### config.mk
export PLATFORM = sky130hd
export DESIGN_NAME = booth_pp_accumulator
export DESIGN_NICKNAME = d
export VERILOG_FILES = /design/src/rtl/booth_pp_accumulator.sv
export SDC_FILE = /design/constraint.sdc
export NUM_CORES = 1
export LEC_CHECK = 0
export CORE_MARGIN = 1
export CORE_UTILIZATION = 54
export DETAILED_ROUTE_END_ITERATION = 10
export DONT_BUFFER_PORTS = 1
export PLACE_DENSITY = 0.69
export SLEW_MARGIN = 10
export SYNTH_ARGS = -nofsm -noshare
export SYNTH_HDL_FRONTEND = slang
export SYNTH_SLANG_ARGS = --single-unit
### constraint.sdc
create_clock -name clk -period 6.8 [get_ports clk]
set_input_delay 1.36 -clock clk [delete_from_list [all_inputs] [get_ports clk]]
set_output_delay 1.36 -clock clk [all_outputs]
set_load 0.05 [all_outputs]
### src/rtl/booth_pp_accumulator.sv
// rtl/booth_pp_accumulator.sv - sequential reducer of radix-4 Booth partial products
// Folds one shifted partial product per cycle into a 16-bit accumulator.
module booth_pp_accumulator #(
  parameter int PP_W       = 10,
  parameter int NUM_PP     = 4,
  parameter int OUT_W      = 16,
  parameter int SHIFT_STEP = 2
) (
  input  logic             clk,
  input  logic             rst,
  input  logic             in_valid,
  output logic             in_ready,
  input  logic [PP_W-1:0]  pp1,
  input  logic [PP_W-1:0]  pp2,
  input  logic [PP_W-1:0]  pp3,
  input  logic [PP_W-1:0]  pp4,
  output logic             out_valid,
  input  logic             out_ready,
  output logic [OUT_W-1:0] product,
  output logic             busy
);

  localparam int CNT_W = $clog2(NUM_PP);

  typedef enum logic [1:0] {
    IDLE = 2'd0,
    ACC  = 2'd1,
    DONE = 2'd2
  } state_t;

  state_t           state;
  state_t           state_nxt;
  logic [CNT_W-1:0] cnt;
  logic [OUT_W-1:0] acc;
  logic [OUT_W-1:0] acc_sum;
  logic [OUT_W-1:0] term;
  logic [OUT_W-1:0] product_q;
  logic [PP_W-1:0]  pp2_q;
  logic [PP_W-1:0]  pp3_q;
  logic [PP_W-1:0]  pp4_q;
  logic [PP_W-1:0]  pp_sel;
  logic             accept;
  logic             last_step;
  int               sh_amt;

  function automatic logic [OUT_W-1:0] sext(input logic [PP_W-1:0] p);
    return {{(OUT_W-PP_W){p[PP_W-1]}}, p};
  endfunction

  assign accept    = (state == IDLE) && in_valid;
  assign last_step = (cnt == CNT_W'(NUM_PP-1));

  always_ff @(posedge clk or posedge rst) begin
    if (rst) begin
      state <= IDLE;
    end else begin
      state <= state_nxt;
    end
  end

  always_comb begin
    state_nxt = state;
    in_ready  = 1'b0;
    out_valid = 1'b0;
    busy      = 1'b0;
    case (state)
      IDLE: begin
        in_ready = 1'b1;
        if (in_valid) state_nxt = ACC;
      end
      ACC: begin
        busy = 1'b1;
        if (last_step) state_nxt = DONE;
      end
      DONE: begin
        busy      = 1'b1;
        out_valid = 1'b1;
        if (out_ready) state_nxt = IDLE;
      end
      default: state_nxt = IDLE;
    endcase
  end

  // Captured copies decouple the result from whatever the producer drives after accept.
  always_comb begin
    case (cnt)
      CNT_W'(1): pp_sel = pp2_q;
      CNT_W'(2): pp_sel = pp3_q;
      default:   pp_sel = pp4_q;
    endcase
  end

  assign sh_amt  = int'(cnt) * SHIFT_STEP;
  assign term    = sext(pp_sel) << sh_amt;
  assign acc_sum = acc + term;

  always_ff @(posedge clk or posedge rst) begin
    if (rst) begin
      acc       <= '0;
      cnt       <= '0;
      pp2_q     <= '0;
      pp3_q     <= '0;
      pp4_q     <= '0;
      product_q <= '0;
    end else if (accept) begin
      pp2_q <= pp2;
      pp3_q <= pp3;
      pp4_q <= pp4;
      acc   <= sext(pp1);
      cnt   <= CNT_W'(1);
    end else if (state == ACC) begin
      acc <= acc_sum;
      cnt <= cnt + CNT_W'(1);
      // The product register only moves on completion, so no partial sum is ever visible.
      if (last_step) product_q <= acc_sum;
    end
  end

  assign product = product_q;

endmodule
# --- Yosys cells after proc, flatten, opt, wreduce, memory -nomap -nowiden ---
# Index checks and enable logic that the tools add are counted.
# W data, S select, Z words.
word_totals:
  reg_bits: 66
  out_inout_bits: 19
  inputBits: 44
  wordCells: 37
classes:
  reduce_logical: 6
  eq_ne: 8
  shift: 1
  n_addsub: 2
  n_mux: 12
  n_bitwise: 1
op_table:
  columns: ["operator", "count"]
  rows:
  - ["$mux W16", 2]
  - ["$pmux W10 S2", 1]
  - ["$add A16 B16 Y16", 1]
  - ["$shl A16 B3 Y16", 1]
  - ["$mux W2", 5]
  - ["$eq A2 B2 Y1 const B", 3]
  - ["$ne A2 B2 Y1 const B", 3]
  - ["$pmux W2 S3", 1]
  - ["$reduce_and A3 Y1", 2]
  - ["$eq A2 B1 Y1 const B", 2]
  - ["$mux W1", 3]
  - ["$add A2 B1 Y2 const B", 1]
  - ["$logic_not A2 Y1", 1]
  - ["$reduce_bool A2 Y1", 1]
  - ["$reduce_or A2 Y1", 1]
  - ["$logic_and A1 B1 Y1", 1]
  - ["$not A1 Y1", 1]

# --- Longest topological paths before layout ---
# Gate-level depths: netlist of run 1.
depth:
  depth_word: 6
  mapped_depth: 18

# --- Worst setup path before layout of run 1 ---
# OpenSTA, ideal clock, no wires.
synth_path:
  path_type: "flip-flop to flip-flop"
  from: "reg cnt[0]"
  to: "reg product_q[15] (netlist: product[15])"
  path_buffers: 4
  t_arrival_ps: 3607
  period_less_slack_ps: 3732
  stages_incl_launch_ff: 19
  setup_time_ps: 125
  setup_slack_ps: 3068
  cell_sequence: "dfrtp_1 buf_2 clkinv_1 ha_1 buf_1 buf_2 nor2_1 a21oi_1 mux2i_1 nor2_1 nor2_1 ha_1 clkbuf_2 a21oi_2 o211ai_1 a21oi_1 a31oi_1 xnor3_1 mux2_2"
synth_via:
  elab_chain_cells: 4
synth_lines:
  columns: ["item", "line_no", "text"]
  rows:
  - ["start: declaration", "33", "logic [CNT_W-1:0] cnt;"]
  - ["start signal: assignment", "113", "cnt <= cnt + CNT_W'(1);"]
  - ["$eq A2 B2 Y1 / $eq A2 B1 Y1 (equally long branches)", "86", "case (cnt)"]
  - ["$pmux W10 S2", "86", null]
  - ["$shl A16 B3 Y16", "94", "assign term = sext(pp_sel) << sh_amt;"]
  - ["$add A16 B16 Y16", "95", "assign acc_sum = acc + term;"]
  - ["end signal: assignment", "115", "if (last_step) product_q <= acc_sum;"]
  - ["end: declaration", "37", "logic [OUT_W-1:0] product_q;"]
# Parallel ways exist; a longest one is shown, timed or not.
# A chain may end at the register's enable or synchronous reset.

# --- Worst setup path in the final report of run 1 ---
# Ends and elaborated chain as after synthesis.

==> results.py, run 1 <==
metrics = {
    "outcome": {
        "outcome": "finished clean",
    },
    "cts": {
        "hold_buffers": 0,
        "clk_latency_ns": 0.35,
        "clkTransAtPathRegs_ns": 0.09,
        "clock_sinks": 66,
        "h-tree-depth": 3,
        "cts_setup_buffers": 0,
        "cts_tree": "done",
        "cts_resized": 0,
        "root_buffer": "clkbuf_8",
        "numCtsBuffers": 9,
        "clk_path_buf_depth": 2,
    },
    "finish": {
        "diodes": 0,
        "area_growth_pct": 6.58,
        "layout.nets": 524,
        "drive_gt1_share_pct": 6.48,
        "layout_common_cells": "nand2_1 (148), dfrtp_1 (66), a21oi_1 (28), nor2_1 (27), o21ai_0 (26)",
        "seq_area_um2": 1650,
        "multi_input_area_um2": 2150,
        "layout_commonest_cell": "nand2_1",
        "nFillCells": 635,
    },
    "timing": {
        "fin_crit_ns": 4.37,
        "fin_skew_ns": 0.0169,
        "max_freq_mhz": 229,
        "tns_ns": 0,
        "finalCritPeriodShare_pct": 64.3,
        "rsz0062_at_grt": "false",
        "max_slew_margin_pct": 31.1,
        "finalSetupViolCount": 0,
        "worst_pin_slew_ns": 1.03,
        "slew_viol_final": 0,
        "final_hold_viol_count": 0,
        "setup_ws_ns": 2.43,
    },
    "critical_path": {
        "required_ns": 7.03,
        "worst-path-stages": 14,
        "slowest_delay_ns": 0.73,
        "rr_startpoint": "cnt[0]",
        "crit_slowest_cell": "ha_1",
        "cp-startpoint": "cnt[0]",
        "end_kind": "flop",
        "crit_path_start_kind": "flop",
        "cp_common_cell": "nor2_1",
        "worst-path-max-fanout": 22,
        "path_cells": "clkinv_1 > ha_1 > nor2_1 > a21oi_1 > mux2i_1 > nor2_1 > nor2_1 > ha_1 > a21oi_2 > o211ai_1 > a21oi_1 > a31oi_1 > xnor3_1 > mux2_2",
        "crit_type": "reg -> reg",
        "path_delay_family": "compound AO/OA/AOI/OAI gates",
        "arrival_ns": 4.60,
        "rr_worst_depth": 14,
        "path_buf_inv": 1,
    },
    "floorplanning": {
        "die_w_um": 87.8,
        "io-pin-count": 63,
        "start_util_pct": 57.2,
        "core_um2": 6940,
        "rows": 30,
        "chipHeight_um": 87.8,
        "dieArea_um2": 7700,
    },
    "grt": {
        "antenna_found_initial": 0,
        "grt_max_degree": 67,
        "grt.total_usage_pct": 24.4,
        "gr-total-overflow": 0,
        "grt_pass1_vias": 3001,
        "grt_pass1_wl_um": 14300,
    },
    "detailed_routing": {
        "drc_errors": 0,
        "wl_per_cell_um": 15.5,
        "vias": 3178,
        "ant_nets": 0,
        "drt-total-wl_um": 8670,
        "first_iter_violations": 162,
        "drtPass1Iterations": 5,
        "via_per_inst": 5.69,
    },
    "synth": {
        "yosys.area_share.simple_pct": 22.0,
        "synth_fp_nets": 540,
        "yosysWarnings": 0,
        "synth_cell_types": 50,
        "synthAdderAreaFrac_pct": 7.12,
        "synth_top_family_by_area": "simple AND/OR/NAND/NOR gates",
        "synth.area.top_cells": "dfrtp_1 (42%), nand2_1 (14%), ha_1 (6.6%), mux2i_1 (4.3%), a21oi_1 (3.5%)",
        "synth_seq_area_share_pct": 41.6,
        "synthMuxAreaShare_pct": 5.42,
        "synth-compound-area-share_pct": 16.0,
        "synth_top_area_share_pct": 41.6,
        "postSynthAreaPerCell_um2": 8.38,
        "synthCells": 474,
        "netlist_area_um2": 3970,
        "synth-xor-area-share_pct": 3.65,
        "ys_seq_elements": 66,
        "yosys.area.top_type": "dfrtp_1",
    },
    "min_path": {
        "hp-class": "reg -> reg",
        "worstHoldStart": "pp2_q[5]",
        "hold_path_depth": 2,
    },
    "job": {
        "max_cap_violations": 0,
    },
    "placed_design": {
        "routabilityCongestion": 0.903,
        "hpwl_um": 6130,
        "io_buffers": 0,
        "pre_cts_slack_ns": 2.50,
    },
}
## registers in the layout, indices dropped and copies added, names as in the netlist
name / cells
product: 16
pp4_q: 10
acc: 16
cnt: 2
state: 2
pp2_q: 10
pp3_q: 10
## cell families (layout without fill, tap and decap cells)
family,after synthesis,after routing
AOI/OAI and AO/OA,99,99
buffers and inverters,42,31
xor gates and xnor gates,15,15
muxes,21,21
and+or+nand+nor,209,209
DFF,66,66
adders and majority gates,22,22
## cell type report
class	instances	area share, %
Multi-Input combinational cell	366	50.8
Sequential cell	66	39.0
Tap cell	96	2.84
Timing Repair Buffer	3	0.532
Inverter	12	1.06
Clock inverter	6	2.72
Clock buffer	10	3.01
## tightest hold or removal path: cells and delay by family, from the launching register on
family,cells,cell delay (ns)
flops,1,0.35
simple gates,2,0.10
## final timing paths
check,end,slack [ns]
hold reg to reg,pp2_q[5],0.48
setup / recovery,product[15],2.43
setup reg to reg,product[15],2.43
max in group asynchronous,acc[5],5.13
min in group asynchronous,product[14],1.13
hold / removal,pp2_q[5],0.48
## cell usage after synthesis (all sizes together)
cell,n
a211o,2
a211oi,3
a21boi,1
a21o,5
a21oi,29
a222oi,1
a22oi,10
a31oi,1
and2,4
and3,1
and4,2
buf,14
clkbuf,16
clkinv,1
dfrtp,66
fa,1
ha,21
inv,11
mux2,4
mux2i,17
nand2,148
nand2b,1
nand3,5
nand3b,1
nand4,5
nor2,27
nor3,6
nor3b,2
nor4,2
nor4b,2
o211ai,3
o21a,5
o21ai,30
o21bai,1
o221ai,1
o22ai,3
o31ai,4
or3,2
or4b,1
xnor2,11
xnor3,1
xor2,3
## layer usage
metal,vias up,track usage [%],part of all wire (%)
li1,1576,-,-
met1,1502,31.2,46
met2,87,40.2,48
met3,13,6.03,4.6
met4,0,8.35,1.5
met5,-,0,0
## metrics by stage
| stage | area, um^2 | hold slack [ns] | utilization [%] | instances |
|---|---|---|---|---|
| 2_1_floorplan | 3970 | 0.446 | - | 474 |
| 3_3_place_gp | 3990 | 0.459 | 57.5 | 543 |
| 3_5_place_dp | 3990 | 0.464 | 57.5 | 543 |
| 4_1_cts | 4230 | 0.482 | 61.0 | 559 |
| 5_1_grt | 4230 | 0.509 | 61.0 | 559 |
| 6_report | 4230 | 0.483 | 61.0 | 559 |
Power of run 1 is left out: the tool's default activity adds up to more than one toggle a clock period on the data nets, which glitch-free logic cannot reach.
==> run 2: changes to the inputs <==
PLACE_DENSITY = 0.72   (was 0.69)
clock period = 3.5 ns   (was 6.8 ns; I/O delays follow)
==> run 2 against run 1 <==
- fmax is 33% higher
- via count increased by 2.3%
- critical path depth stayed put
- sequential share of layout area decreased by 1.4 points
- count of clock-buffer cells in the layout is 1 higher
- clock skew decreased by 0.010 ns
- first-iteration DRC count down 9.3%
- flip-flop and latch count is the same
- final cell count grew 2.1%
- core utilization up 2.3 points
- largest cell class unchanged
==> results.py, run 2 (synthesis gave the netlist of run 1 again) <==
metrics = {
    "timing": {
        "finalSetupViolCount": 0,
        "max_freq_mhz": 303,
        "fin_crit_ns": 3.30,
        "finalCritPeriodShare_pct": 94.1,
        "worst_pin_slew_ns": 0.762,
        "holdWs_ns": 0.269,
        "final_hold_viol_count": 0,
        "max_slew_margin_pct": 49.0,
        "slew_viol_final": 0,
        "fin_skew_ns": 0.00669,
    },
    "cts": {
        "numCtsBuffers": 9,
        "clk_latency_ns": 0.34,
        "cts_tree": "done",
        "root_buffer": "clkbuf_8",
        "clkTransAtPathRegs_ns": 0.07,
        "clk_path_buf_depth": 2,
        "h-tree-depth": 3,
        "clock_sinks": 66,
        "hold_buffers": 0,
    },
    "finish": {
        "seq_area_um2": 1650,
        "drive_gt1_share_pct": 13.5,
        "layout.nets": 536,
        "layout_commonest_cell": "nand2_1",
        "layout_common_cells": "nand2_1 (148), dfrtp_1 (66), nor2_1 (27), o21ai_0 (25), a21oi_1 (18)",
        "diodes": 0,
        "area_growth_pct": 10.6,
        "nFillCells": 623,
        "multi_input_area_um2": 2250,
    },
    "detailed_routing": {
        "wl_per_cell_um": 15.6,
        "drt-total-wl_um": 8900,
        "ant_nets": 0,
        "drc_errors": 0,
        "first_iter_violations": 147,
        "drtPass1Iterations": 4,
        "vias": 3250,
        "via_per_inst": 5.69,
    },
    "critical_path": {
        "required_ns": 3.73,
        "arrival_ns": 3.52,
        "crit_type": "reg -> reg",
        "slowest_delay_ns": 0.42,
        "path_cells": "inv_1 > ha_1 > a22oi_1 > nor2_1 > a21oi_1 > mux2_2 > o22ai_1 > ha_1 > a21oi_2 > o211ai_1 > a21oi_2 > a31oi_4 > xnor3_1 > mux2_2",
        "crit_path_start_kind": "flop",
        "worst-path-max-fanout": 10,
        "rr_worst_depth": 14,
        "crit_slowest_cell": "dfrtp_1",
        "worst-path-stages": 14,
        "path_buf_inv": 1,
        "path_delay_family": "compound AO/OA/AOI/OAI gates",
        "end_kind": "flop",
    },
    "grt": {
        "antenna_found_initial": 0,
        "grt_pass1_vias": 3093,
        "gr-total-overflow": 0,
        "grt_pass1_wl_um": 14600,
        "grt_max_degree": 42,
        "grt.total_usage_pct": 24.7,
    },
    "floorplanning": {
        "io-pin-count": 63,
        "chipHeight_um": 87.8,
        "die_w_um": 87.8,
        "dieArea_um2": 7700,
        "rows": 30,
        "start_util_pct": 57.2,
        "core_um2": 6940,
    },
    "outcome": {
        "outcome": "finished clean",
    },
    "placed_design": {
        "hpwl_um": 6570,
        "routabilityCongestion": 0.896,
        "io_buffers": 0,
    },
    "job": {
        "max_cap_violations": 0,
    },
    "min_path": {
        "hp-class": "in -> async",
    },
}
-- run 2: cell types whose count changed in the layout (fill, tap and decap cells not counted), sizes merged --
cell / previous run / this run
clkinv: 3 / 2
clkinvlp: 1 / 2
bufinv: 3 / 1
buf: 3 / 15
clkbuf: 10 / 11
inv: 11 / 12
-- run 2: layout make-up --
type / instances / area share [%]
clock buffer: 11 / 3.44
clock inverter: 5 / 1.42
inverter: 12 / 1.08
multi-input combinational: 366 / 51.2
sequential: 66 / 37.6
tap: 96 / 2.73
timing repair buffer: 15 / 2.56
-- run 2: worst paths after layout --
path	start	to	slack (ns)
setup / recovery	cnt[1]	product[15]	0.20
hold / removal	rst	state[1]	0.27
setup reg to reg	cnt[1]	product[15]	0.20
hold reg to reg	pp2_q[5]	pp2_q[5]	0.48
max in group asynchronous	rst	pp4_q[3]	2.23
min in group clk	pp4[6]	pp4_q[6]	0.46
-- run 2: routing by layer --
layer / part of all wire (%) / up-vias / track usage (%)
met1: 45 / 1543 / 31.5
met5: 0 / - / 0
li1: - / 1600 / -
met4: 1.4 / 0 / 8.05
met2: 49 / 93 / 41.2
met3: 4.5 / 14 / 6.13
-- run 2: timing repair --
item,4_1_cts,5_1_grt
pin swaps,0,4
resized for setup,1,24
hold endpoints to repair,0,0
buffers inserted,0,1
endpoints found under the setup margin,1,11
-- run 2: worst reg2reg max path, cell delays in order (launching register included) --
cell      delay [ns]
dfrtp_1         0.42
inv_1           0.09
ha_1            0.36
a22oi_1         0.12
nor2_1          0.12
a21oi_1         0.07
mux2_2          0.30
o22ai_1         0.19
ha_1            0.30
a21oi_2         0.21
o211ai_1        0.16
a21oi_2         0.25
a31oi_4         0.13
xnor3_1         0.20
mux2_2          0.27
-- run 2: stage by stage --
step                std cells  worst slack, ns  area [um^2]  setup TNS, ns  util [%]
finish                    571            0.205         4400              0      63.3
global route              571         -0.00289         4400       -0.00289      63.3
CTS                       570           0.0607         4290              0      61.8
detailed placement        554          0.00206         4080              0      58.7
global placement          554           0.0743         4080              0      58.7
floorplan                 474           0.0651         3980              0         -
Power of run 2 is left out for the same reason.
==> run 3: changes to the inputs <==
CORE_UTILIZATION = 58   (was 54)
PLACE_DENSITY = unset   (was 0.72)
PLACE_DENSITY_LB_ADDON = 0.3   (was unset)
==> run 3 against run 2 <==
- the flow now finishes with violations (DRC)
- cell area decreased by 0.48%
- die area decreased by 6.7%
- non-clock buffer count is 5 higher
- worst hold slack got worse by 0.044 ns
- via count is 0.77% higher
- count of clock-buffer cells in the layout is 2 lower
- worst setup slack lost 0.11 ns
- core utilization is 4.0 points higher
- largest cell class unchanged
==> results.py, run 3 (synthesis gave the netlist of run 1 again) <==
metrics = {
    "grt": {
        "grt_max_degree": 46,
        "gr-total-overflow": 0,
        "grt_pass1_wl_um": 14900,
        "antenna_found_initial": 0,
        "grt_pass1_vias": 3134,
        "grt.total_usage_pct": 27.0,
    },
    "cts": {
        "numCtsBuffers": 9,
        "cts_tree": "done",
        "h-tree-depth": 3,
        "clk_path_buf_depth": 2,
        "clk_latency_ns": 0.35,
        "clock_sinks": 66,
        "clkTransAtPathRegs_ns": 0.08,
        "root_buffer": "clkbuf_8",
    },
    "detailed_routing": {
        "ant_nets": 0,
        "first_iter_violations": 122,
        "wl_per_cell_um": 16.1,
        "drc_errors": 2,
        "via_per_inst": 5.89,
        "drt-total-wl_um": 8970,
        "drtPass1Iterations": 8,
        "vias": 3275,
    },
    "timing": {
        "final_hold_viol_count": 0,
        "holdWs_ns": 0.225,
        "setup_ws_ns": 0.0925,
        "fin_crit_ns": 3.41,
        "max_slew_margin_pct": 50.1,
        "finalCritPeriodShare_pct": 97.4,
        "slew_viol_final": 0,
        "rsz0062_at_grt": "true",
        "max_freq_mhz": 293,
        "finalSetupViolCount": 0,
        "worst_pin_slew_ns": 0.746,
        "fin_skew_ns": 0.0138,
    },
    "floorplanning": {
        "io-pin-count": 63,
        "dieArea_um2": 7180,
        "chipHeight_um": 84.8,
        "start_util_pct": 61.2,
        "core_um2": 6490,
        "rows": 29,
        "die_w_um": 84.8,
    },
    "critical_path": {
        "crit_type": "reg -> reg",
        "path_cells": "clkinv_2 > ha_2 > a22oi_1 > nor2_1 > a21oi_2 > mux2i_1 > and2_1 > ha_1 > o211ai_1 > o211ai_1 > a21oi_2 > a31oi_2 > xnor3_1 > mux2_2",
        "path_delay_family": "compound AO/OA/AOI/OAI gates",
        "required_ns": 3.73,
        "worst-path-max-fanout": 10,
        "slowest_delay_ns": 0.40,
        "crit_path_start_kind": "flop",
        "end_kind": "flop",
        "arrival_ns": 3.64,
        "crit_slowest_cell": "dfrtp_2",
        "path_buf_inv": 1,
    },
    "finish": {
        "nFillCells": 522,
        "layout_commonest_cell": "nand2_1",
        "postLayoutCellArea_um2": 4370,
        "seq_area_um2": 1650,
        "area_growth_pct": 10.1,
        "layout_common_cells": "nand2_1 (148), dfrtp_1 (65), nor2_1 (27), o21ai_0 (25), buf_4 (20)",
        "diodes": 0,
        "drive_gt1_share_pct": 13.8,
        "multi_input_area_um2": 2240,
        "layout.nets": 541,
    },
    "placed_design": {
        "io_buffers": 0,
        "placed_area_um2": 4070,
        "pre_cts_slack_ns": -0.0445,
        "hpwl_um": 6690,
        "routabilityCongestion": 0.899,
    },
    "outcome": {
        "violations": "DRC",
        "outcome": "finished, violations left",
    },
    "job": {
        "max_cap_violations": 0,
    },
    "min_path": {
        "hp-class": "in -> async",
    },
}
## run 3: changes by cell type in the layout (fill, tap and decap cells not counted), sizes merged
cell,change
clkbuf,-2
buf,+5
clkinv,+1
## run 3: metrics by stage
step	std cells	setup TNS, ns	utilization, %
after floorplan	474	0	-
after global placement	537	0	62.6
after detailed placement	537	-0.0445	62.6
after CTS	552	0	65.7
after global routing	556	-0.109	67.3
final	556	0	67.3
## run 3: final timing paths
path | cells past startpoint | to | slack, ns | from
max in group asynchronous | 2 | cnt[0] | 2.32 | rst
hold / removal | 1 | state[0] | 0.22 | rst
min in group clk | 2 | pp3_q[8] | 0.45 | pp3[8]
setup reg to reg | 14 | product[15] | 0.09 | cnt[0]
hold reg to reg | 2 | pp2_q[6] | 0.49 | pp2_q[6]
setup / recovery | 14 | product[15] | 0.09 | cnt[0]
## run 3: final cells by class
class | instances | share of cell area (%)
clock inverters | 6 | 1.54
well taps | 77 | 2.20
inverters | 12 | 1.06
multi-input cells | 366 | 51.1
repair buffers | 20 | 3.43
flip-flops and latches | 66 | 37.8
clock buffers | 9 | 2.83
## run 3: metal layers
| layer | routed length [um] | vias up | global-route usage (%) |
|---|---|---|---|
| met2 | 4420 | 80 | 44.5 |
| li1 | - | 1609 | - |
| met3 | 321 | 21 | 5.90 |
| met5 | 0 | - | 0 |
| met4 | 262 | 0 | 11.2 |
| met1 | 3960 | 1565 | 34.6 |
## run 3: what timing repair did
action / in CTS / in global routing
resized for setup: 2 / 18
setup buffers: 0 / 4
pin swaps: 0 / 5
setup endpoints to repair: 3 / 17
hold buffers: 0 / 0
Power of run 3 is left out for the same reason.
